### src/rtl/morse_pkg.sv
// Shared Morse definitions: FSM states, code table lookup and unit timing.
// MORSE_EOM_EN adds the EOT (0x04) -> AR prosign mapping and a 7-unit end-of-message gap.
package morse_pkg;

    typedef enum logic [2:0] {
        IDLE,
        MARK,
        ELEM_GAP,
        LETTER_GAP,
        WORD_GAP,
        DROP
    } state_e;

    typedef struct packed {
        logic [2:0] len;
        logic [4:0] pat;
    } morse_code_t;

    typedef struct packed {
        logic        valid;
        logic        eom;
        morse_code_t code;
    } morse_lookup_t;

    localparam int DOT_UNITS        = 1;
    localparam int DASH_UNITS       = 3;
    localparam int ELEM_GAP_UNITS   = 1;
    localparam int LETTER_GAP_UNITS = 3;
    localparam int WORD_EXTRA_UNITS = 4;

`ifdef MORSE_EOM_EN
    localparam int EOM_WORD_UNITS = 7;
    localparam int UNIT_W         = 3;
`else
    localparam int UNIT_W         = 2;
`endif

    // A space is reported valid with len 0; pat bits are 1 = dash, sent from pat[len-1] down.
    function automatic morse_lookup_t ascii_to_morse(input logic [7:0] ch);
        morse_lookup_t r;
        logic [7:0]    up;
        logic [3:0]    digit;
        r     = '0;
        up    = (ch >= 8'h61 && ch <= 8'h7A) ? ch - 8'h20 : ch;
        digit = up[3:0];
        if (up >= 8'h30 && up <= 8'h39) begin
            r.valid    = 1'b1;
            r.code.len = 3'd5;
            r.code.pat = (digit <= 4'd5) ? (5'b11111 >> digit) : ~(5'b11111 >> (digit - 4'd5));
        end else begin
            r.valid = 1'b1;
            case (up)
                8'h20: r.code = {3'd0, 5'b00000};
                8'h41: r.code = {3'd2, 5'b00001};
                8'h42: r.code = {3'd4, 5'b01000};
                8'h43: r.code = {3'd4, 5'b01010};
                8'h44: r.code = {3'd3, 5'b00100};
                8'h45: r.code = {3'd1, 5'b00000};
                8'h46: r.code = {3'd4, 5'b00010};
                8'h47: r.code = {3'd3, 5'b00110};
                8'h48: r.code = {3'd4, 5'b00000};
                8'h49: r.code = {3'd2, 5'b00000};
                8'h4A: r.code = {3'd4, 5'b00111};
                8'h4B: r.code = {3'd3, 5'b00101};
                8'h4C: r.code = {3'd4, 5'b00100};
                8'h4D: r.code = {3'd2, 5'b00011};
                8'h4E: r.code = {3'd2, 5'b00010};
                8'h4F: r.code = {3'd3, 5'b00111};
                8'h50: r.code = {3'd4, 5'b00110};
                8'h51: r.code = {3'd4, 5'b01101};
                8'h52: r.code = {3'd3, 5'b00010};
                8'h53: r.code = {3'd3, 5'b00000};
                8'h54: r.code = {3'd1, 5'b00001};
                8'h55: r.code = {3'd3, 5'b00001};
                8'h56: r.code = {3'd4, 5'b00001};
                8'h57: r.code = {3'd3, 5'b00011};
                8'h58: r.code = {3'd4, 5'b01001};
                8'h59: r.code = {3'd4, 5'b01011};
                8'h5A: r.code = {3'd4, 5'b01100};
`ifdef MORSE_EOM_EN
                8'h04: begin
                    r.code = {3'd5, 5'b01010};
                    r.eom  = 1'b1;
                end
`endif
                default: r.valid = 1'b0;
            endcase
        end
        return r;
    endfunction

endpackage

### src/rtl/morse_unit_timer.sv
// Prescaler plus per-state unit counter; done_o flags the final clock of the final unit.
// Counter width grows by one bit when MORSE_EOM_EN is defined.
module morse_unit_timer
    import morse_pkg::*;
#(
    parameter int CLKS_PER_UNIT = 1,
    parameter int CNT_W         = 16
) (
    input  logic              clk_i,
    input  logic              rst_i,
    input  logic              start_i,
    input  logic [UNIT_W-1:0] lastUnit_i,
    output logic              done_o
);

    logic [CNT_W-1:0]  presc_q;
    logic [UNIT_W-1:0] unit_q;
    logic              unitEnd;

    assign unitEnd = (presc_q == CNT_W'(CLKS_PER_UNIT - 1));
    assign done_o  = unitEnd && (unit_q == lastUnit_i);

    // start_i is asserted on the clock that leaves a state, so the next state begins at zero.
    always_ff @(posedge clk_i or posedge rst_i) begin
        if (rst_i) begin
            presc_q <= '0;
            unit_q  <= '0;
        end else if (start_i) begin
            presc_q <= '0;
            unit_q  <= '0;
        end else if (unitEnd) begin
            presc_q <= '0;
            unit_q  <= unit_q + 1'b1;
        end else begin
            presc_q <= presc_q + 1'b1;
        end
    end

endmodule

### src/rtl/morse_transmitter.sv
// ASCII-to-Morse serialiser with a one-character valid/ready handshake and registered outputs.
// Define MORSE_EOM_EN to send EOT (0x04) as the AR prosign followed by a 7-unit gap.
module morse_transmitter
    import morse_pkg::*;
#(
    parameter int CLKS_PER_UNIT = 1,
    parameter int CNT_W         = 16
) (
    input  logic       i_clk,
    input  logic       i_rst,
    input  logic [7:0] i_char,
    input  logic       i_valid,
    output logic       o_ready,
    output logic       o_data_morse,
    output logic       o_busy,
    output logic       o_drop
);

    state_e            state_q, state_d;
    morse_code_t       code_q, code_d;
    logic [2:0]        elemIdx_q, elemIdx_d;
    logic              eom_q, eom_d;
    logic [UNIT_W-1:0] lastUnit;
    logic              timerStart;
    logic              timerDone;
    logic              data_q, ready_q, busy_q, drop_q;
    morse_lookup_t     lookup;

    assign lookup     = ascii_to_morse(i_char);
    assign timerStart = (state_q == IDLE) || (state_q == DROP) || timerDone;

    morse_unit_timer #(
        .CLKS_PER_UNIT(CLKS_PER_UNIT),
        .CNT_W        (CNT_W)
    ) u_timer (
        .clk_i     (i_clk),
        .rst_i     (i_rst),
        .start_i   (timerStart),
        .lastUnit_i(lastUnit),
        .done_o    (timerDone)
    );

    always_comb begin
        state_d   = state_q;
        code_d    = code_q;
        elemIdx_d = elemIdx_q;
        eom_d     = eom_q;
        lastUnit  = '0;
        case (state_q)
            IDLE: begin
                if (i_valid) begin
                    code_d    = lookup.code;
                    eom_d     = lookup.eom;
                    elemIdx_d = lookup.code.len - 3'd1;
                    if (!lookup.valid)
                        state_d = DROP;
                    else if (lookup.code.len == 3'd0)
                        state_d = WORD_GAP;
                    else
                        state_d = MARK;
                end
            end
            MARK: begin
                lastUnit = code_q.pat[elemIdx_q] ? UNIT_W'(DASH_UNITS - 1) : UNIT_W'(DOT_UNITS - 1);
                if (timerDone) begin
                    if (elemIdx_q == 3'd0) begin
                        state_d = eom_q ? WORD_GAP : LETTER_GAP;
                    end else begin
                        elemIdx_d = elemIdx_q - 3'd1;
                        state_d   = ELEM_GAP;
                    end
                end
            end
            ELEM_GAP: begin
                lastUnit = UNIT_W'(ELEM_GAP_UNITS - 1);
                if (timerDone)
                    state_d = MARK;
            end
            LETTER_GAP: begin
                lastUnit = UNIT_W'(LETTER_GAP_UNITS - 1);
                if (timerDone)
                    state_d = IDLE;
            end
            WORD_GAP: begin
`ifdef MORSE_EOM_EN
                lastUnit = eom_q ? UNIT_W'(EOM_WORD_UNITS - 1) : UNIT_W'(WORD_EXTRA_UNITS - 1);
`else
                lastUnit = UNIT_W'(WORD_EXTRA_UNITS - 1);
`endif
                if (timerDone)
                    state_d = IDLE;
            end
            DROP:    state_d = IDLE;
            default: state_d = IDLE;
        endcase
    end

    // Outputs are decoded from the next state so they line up with state_q as real flops.
    always_ff @(posedge i_clk or posedge i_rst) begin
        if (i_rst) begin
            state_q   <= IDLE;
            code_q    <= '0;
            elemIdx_q <= '0;
            eom_q     <= 1'b0;
            data_q    <= 1'b0;
            ready_q   <= 1'b1;
            busy_q    <= 1'b0;
            drop_q    <= 1'b0;
        end else begin
            state_q   <= state_d;
            code_q    <= code_d;
            elemIdx_q <= elemIdx_d;
            eom_q     <= eom_d;
            data_q    <= (state_d == MARK);
            ready_q   <= (state_d == IDLE);
            busy_q    <= (state_d != IDLE);
            drop_q    <= (state_d == DROP);
        end
    end

    assign o_data_morse = data_q;
    assign o_ready      = ready_q;
    assign o_busy       = busy_q;
    assign o_drop       = drop_q;

endmodule

### config.mk
export PLATFORM = sky130hd
export DESIGN_NAME = morse_transmitter
export DESIGN_NICKNAME = d
export VERILOG_FILES = /design/src/rtl/morse_pkg.sv /design/src/rtl/morse_unit_timer.sv /design/src/rtl/morse_transmitter.sv
export SDC_FILE = /design/constraint.sdc
export NUM_CORES = 1
export LEC_CHECK = 0
export CORE_MARGIN = 8
export CORE_UTILIZATION = 45
export CTS_CLUSTER_SIZE = 30
export DETAILED_ROUTE_END_ITERATION = 16
export SYNTH_ARGS = -nofsm -noshare
export SYNTH_HDL_FRONTEND = slang
export SYNTH_SLANG_ARGS = --single-unit
### constraint.sdc
create_clock -name i_clk -period 2.6 [get_ports i_clk]
set_clock_uncertainty 0.05 [all_clocks]
set_input_delay 0.78 -clock i_clk [delete_from_list [all_inputs] [get_ports i_clk]]
set_output_delay 0.78 -clock i_clk [all_outputs]
set_load 0.05 [all_outputs]
==> results of run 1 <==
-- logic make-up (layout without fill, tap and decap cells) --
group,after synthesis,count (layout)
AOI/OAI and AO/OA,73,73
buffers and inverters,32,81
muxes,5,5
adders and majority gates,13,13
xor gates and xnor gates,17,17
DFF,33,33
and+or+nand+nor,126,126
-- registers in the layout, indices dropped and copies added (netlist names) --
signal	cells
o_data_morse	1
o_ready	1
o_busy	1
state_q	3
code_q	5
u_timer.unit_q	2
u_timer.presc_q	16
elemIdx_q	3
o_drop	1
-- power breakdown --
group | switching, uW | internal, uW | total [uW]
Combinational | 581 | 490 | 1070
Sequential | 130 | 627 | 757
Clock | 179 | 312 | 491
-- critical path: stages --
cell,delay (ns)
dlygate4sd2_1,0.24
or4b_4,0.50
o2111ai_4,0.30
a2111oi_4,0.07
o31ai_2,0.32
ha_4,0.22
nor4b_4,0.05
a311oi_2,0.25
o211ai_1,0.11
-- through the flow --
stage / hold WS [ns] / std cells / power, uW
6_report: 0.435 / 420 / 2320
5_1_grt: 0.493 / 420 / 2480
4_1_cts: 0.441 / 420 / 2270
3_5_place_dp: 0.425 / 406 / 1750
3_3_place_gp: 0.423 / 406 / 1730
2_1_floorplan: 0.400 / 299 / 1450
-- worst max-delay path by stage --
stage                              end       from
after floorplan           elemIdx_q[2]  i_char[1]
after global placement    elemIdx_q[2]  i_char[1]
after detailed placement  elemIdx_q[2]  i_char[1]
after CTS                 elemIdx_q[2]  i_char[1]
after global routing      elemIdx_q[2]  i_char[1]
final                     elemIdx_q[2]  i_char[3]
-- layout make-up --
cell class | instances | area [um2] | area share [%]
Timing Repair Buffer | 58 | 485 | 14.9
Tap cell | 72 | 90.1 | 2.76
Clock inverter | 1 | 30.0 | 0.920
Sequential cell | 33 | 827 | 25.3
Clock buffer | 7 | 86.3 | 2.65
Multi-Input combinational cell | 234 | 1670 | 51.1
Inverter | 15 | 77.6 | 2.38
-- per-layer routing --
| layer | up-vias | wire length, um | global-route usage [%] |
|---|---|---|---|
| met4 | 0 | 42 | 4.16 |
| met3 | 2 | 195 | 2.33 |
| met1 | 1124 | 2840 | 20.3 |
| met2 | 44 | 3020 | 25.3 |
| met5 | - | 0 | 0 |
| li1 | 1150 | - | - |
-- Yosys cell counts (5+ instances only) --
library cell	number	area, um2
nor2_1	40	150
dfrtp_1	32	801
nand2_1	24	90.1
o21ai_0	20	100
a21oi_1	18	90.1
inv_1	15	56.3
ha_1	13	163
nand3_1	11	55.1
clkbuf_1	10	37.5
nand2b_1	9	56.3
xor2_1	9	78.8
xnor2_1	8	70.1
nor2b_1	7	43.8
nor4_1	7	43.8
and3_1	5	31.3
buf_2	5	25.0
-- timing repair --
| action | 4_1_cts | 5_1_grt |
|---|---|---|
| resized for setup | 26 | 25 |
| hold buffers | 0 | 0 |
| pin swaps | 14 | 10 |
| setup buffers | 7 | 1 |
| endpoints found under the setup margin | 13 | 13 |
==> reports/results.ini, run 1 <==
[setup_path]
start_kind = input pin
cp_max_fo = 4
r2r_cells = 7
required_ns = 2.70
timing.rr.end = o_data_morse
path_class = in -> reg
r2r_start = u_timer.presc_q[0]
reg2reg_setup_slack_ns = 0.31
cp-end-kind = flip-flop
crit_arrival_ns = 2.86

[status]
status = finished with violations
failed_checks = setup timing

[final_layout]
layout-drive-gt1-share_pct = 24.7
diodes = 0
fillers = 497
layout_common_cells = 43 x buf_4, 39 x nor2_1, 32 x dfrtp_1
final_core_util_pct = 60.4
nets = 371
final_common_cell = buf_4
area_growth_pct = 31.4
fin_area_um2 = 3260

[timing]
finalSetupViolations = 2
hold_violations = 0
tightest_slew_ns = 0.512
slew_headroom_pct = 65.8
timing.final.ws_setup_ns = -0.152
slew_viol_final = 0
clock.fmax_mhz = 363
fin_crit_sh_pct = 106
tns_ns = -0.175
rsz0062_at_grt = true
fin_crit_ns = 2.75

[synth]
netlist_instances = 299
synth_compound_area_share_pct = 20.0
synthMuxAreaShare_pct = 2.07
synth_edf_count = 0
ys_types = 58
ys_ff_latch = 33
syn_area_um2 = 2480
syn_nets = 323
syn_area_per_cell_um2 = 8.31
synth_top_family_by_area = simple AND/OR/NAND/NOR gates
yosysSeqAreaShare_pct = 33.3
synthSimpleGateAreaFrac_pct = 27.0
synthAdderAreaFrac_pct = 6.55
ys.flop_type = dfrtp_1
synthXorXnorAreaFrac_pct = 5.99
yosysWarnings = 0
synthArstFlopShare_pct = 100

[die]
dieArea_um2 = 8150
boundaryPins = 15
core_um2 = 5410
initial_core_util_pct = 45.9
die_h_um = 90.3
die_width_um = 90.3
fp-row-count = 27

[detailed_routing]
wl_mm = 6.10
antenna_left = 0
drt_first_pass_iters = 4
drt_iter0_markers = 111
viasPerCell = 5.52
vias = 2320
drc = 0
wl_per_cell_um = 14.5

[run]
drv_cap = 0

[cts]
root_buffer = clkbuf_8
clkSlewWorstSetupHoldPaths_ns = 0.07
clk_latency_ns = 0.27
cts.sinks = 33
numCtsBuffers = 5
cts_tree = done
cts_max_level = 2
clk_path_buf_depth = 2

[placed_design]
io_buffers = 14
place_area_um2 = 2970
gp_congestion = 0.903
pre_cts_ws_ns = -0.956
dp_hpwl_mm = 4.43

[power]
vdd_drop_max_mv = 0.413
power_density_nw_per_um2 = 711
p_leak_uw = 0.00136

[global_route]
grt_max_degree = 34
grt_pass1_wl_mm = 10.7
antenna_found_initial = 0
grtUsageTotal_pct = 15.4
grt-ovfl-total = 0
grt_pass1_vias = 2291

[hold_path]
hold_path_class = reg -> reg
hold_path_depth = 2
hold_path_end = code_q[4]
worstHoldStart = code_q[4]

Power figures use the tool's default switching activity.
==> inputs of run 2 (changes only) <==
Settings changed: ABC_CLOCK_PERIOD_IN_PS set to 2570.
Clock period 2.6 ns to 2.57 ns, I/O delays scaled along.
==> reports/results.ini, run 2 (synthesized netlist as in run 1, its figures left out) <==
[placed_design]
gp_congestion = 0.903
place_inst = 406
pre_cts_ws_ns = -0.982
place_area_um2 = 2970
dp_hpwl_mm = 4.43
io_buffers = 14

[die]
boundaryPins = 15
initial_core_util_pct = 45.9
core_um2 = 5410
die_h_um = 90.3
dieArea_um2 = 8150
fp-row-count = 27
die_width_um = 90.3

[detailed_routing]
wl_mm = 5.94
viasPerCell = 5.43
drt_first_pass_iters = 4
drt_iter0_markers = 85
vias = 2269
antenna_left = 0
drc = 0
wl_per_cell_um = 14.2

[global_route]
antenna_found_initial = 0
grt_max_degree = 34
grt_pass1_vias = 2223
grtUsageTotal_pct = 15.2
grt-ovfl-total = 0
grt_pass1_wl_mm = 10.5

[final_layout]
layout-drive-gt1-share_pct = 24.3
area_growth_pct = 29.1
multi_input_area_um2 = 1660
final_common_cell = buf_4
final_core_util_pct = 59.3
layout_common_cells = 42 x buf_4, 39 x nor2_1, 32 x dfrtp_1
regArea_um2 = 827
top_register = u_timer.presc_q
top_regs = u_timer.presc_q (16), code_q (5)
nets = 369
fin_cells = 418
largest_reg_flops = 16
fin_area_um2 = 3210
fillers = 495
diodes = 0

[cts]
cts_max_level = 2
clk_latency_ns = 0.28
clk_path_buf_depth = 2
cts.sinks = 33
clkSlewWorstSetupHoldPaths_ns = 0.07
root_buffer = clkbuf_8
holdBufCountCts = 0
cts_tree = done
numCtsBuffers = 5

[setup_path]
cp-startpoint = i_char[1]
cp-endpoint = elemIdx_q[2]
reg2reg_setup_slack_ns = 0.25
required_ns = 2.67
timing.rr.end = o_data_morse
cp-end-kind = flip-flop
cp_max_fo = 4
start_kind = input pin
path_class = in -> reg
crit_arrival_ns = 2.84
r2r_start = u_timer.presc_q[0]
r2r_cells = 7

[power]
total_power_uw = 2240
p_leak_uw = 0.00133
power_density_nw_per_um2 = 697
vdd_drop_max_mv = 0.464

[timing]
finalSetupViolations = 1
rsz0062_at_grt = true
timing.final.ws_setup_ns = -0.165
hold_violations = 0
fin_crit_sh_pct = 106
fin_crit_ns = 2.74
slew_headroom_pct = 65.2
clock.fmax_mhz = 366
slew_viol_final = 0
tightest_slew_ns = 0.521

[status]
status = finished with violations
failed_checks = setup timing

[hold_path]
hold_path_class = reg -> reg

[run]
drv_cap = 0

==> run 2: cell types whose count changed in the layout (fill, tap and decap cells not counted), moves of 2 or more <==
cell             delta
clkinv_2            +2
ha_2                -2
clkdlybuf4s15_1     +2
o21ai_0             -2
o21ai_1             +2
dlygate4sd2_1       -2
ha_1                +2
==> run 2: report_power, final <==
part / total (uW) / switching, uW / internal, uW / leakage, uW
clock: 380 / 192 / 188 / 0.0000450
sequential: 766 / 132 / 634 / 0.000433
combinational: 1090 / 592 / 499 / 0.000849
total: 2240 / 916 / 1320 / 0.00133
==> run 2: worst min path at each step <==
stage	startpoint	end	slack [ns]	depth (start not counted)
finish	code_q[3]	code_q[3]	0.44	2
global route	code_q[3]	code_q[3]	0.50	2
CTS	code_q[4]	code_q[4]	0.44	2
detailed placement	code_q[4]	code_q[4]	0.43	2
global placement	code_q[3]	code_q[3]	0.42	2
floorplan	code_q[3]	code_q[3]	0.40	2
==> run 2: area by class of cell <==
cell class	count	share of cell area (%)
clock buffers	6	2.26
clock inverters	2	0.312
well taps	72	2.81
inverters	15	2.42
repair buffers	56	14.5
multi-input cells	234	51.9
flip-flops and latches	33	25.8
==> run 2: routing by layer <==
layer | part of all wire (%) | global-route usage [%] | vias up | wire [um]
met3 | 2.6 | 2.66 | 4 | 155
met5 | 0 | 0 | - | 0
met4 | 0.86 | 4.44 | 0 | 51
met2 | 49 | 25.0 | 25 | 2900
li1 | - | - | 1150 | -
met1 | 48 | 19.8 | 1090 | 2830
==> run 2: per-stage QoR <==
step | hold slack [ns] | setup TNS [ns]
finish | 0.443 | -0.165
global route | 0.499 | -0.402
CTS | 0.443 | -0.650
detailed placement | 0.428 | -9.39
global placement | 0.423 | -8.77
floorplan | 0.400 | -0.620
==> run 2: repair_timing <==
item / CTS / global route
pin swaps: 14 / 9
gates resized for setup: 26 / 27
endpoints found under the setup margin: 13 / 13
buffers inserted: 3 / 3
endpoints found under the hold margin: 0 / 0
==> run 2: worst max-delay path: stages <==
cell	delay (ns)
buf_12	0.12
inv_16	0.05
ha_4	0.11
or4b_4	0.48
o2111ai_4	0.30
nor2b_2	0.08
nand2_1	0.08
a21oi_2	0.06
a21oi_2	0.19
ha_4	0.20
nor4b_4	0.05
a311oi_2	0.25
o211ai_1	0.11
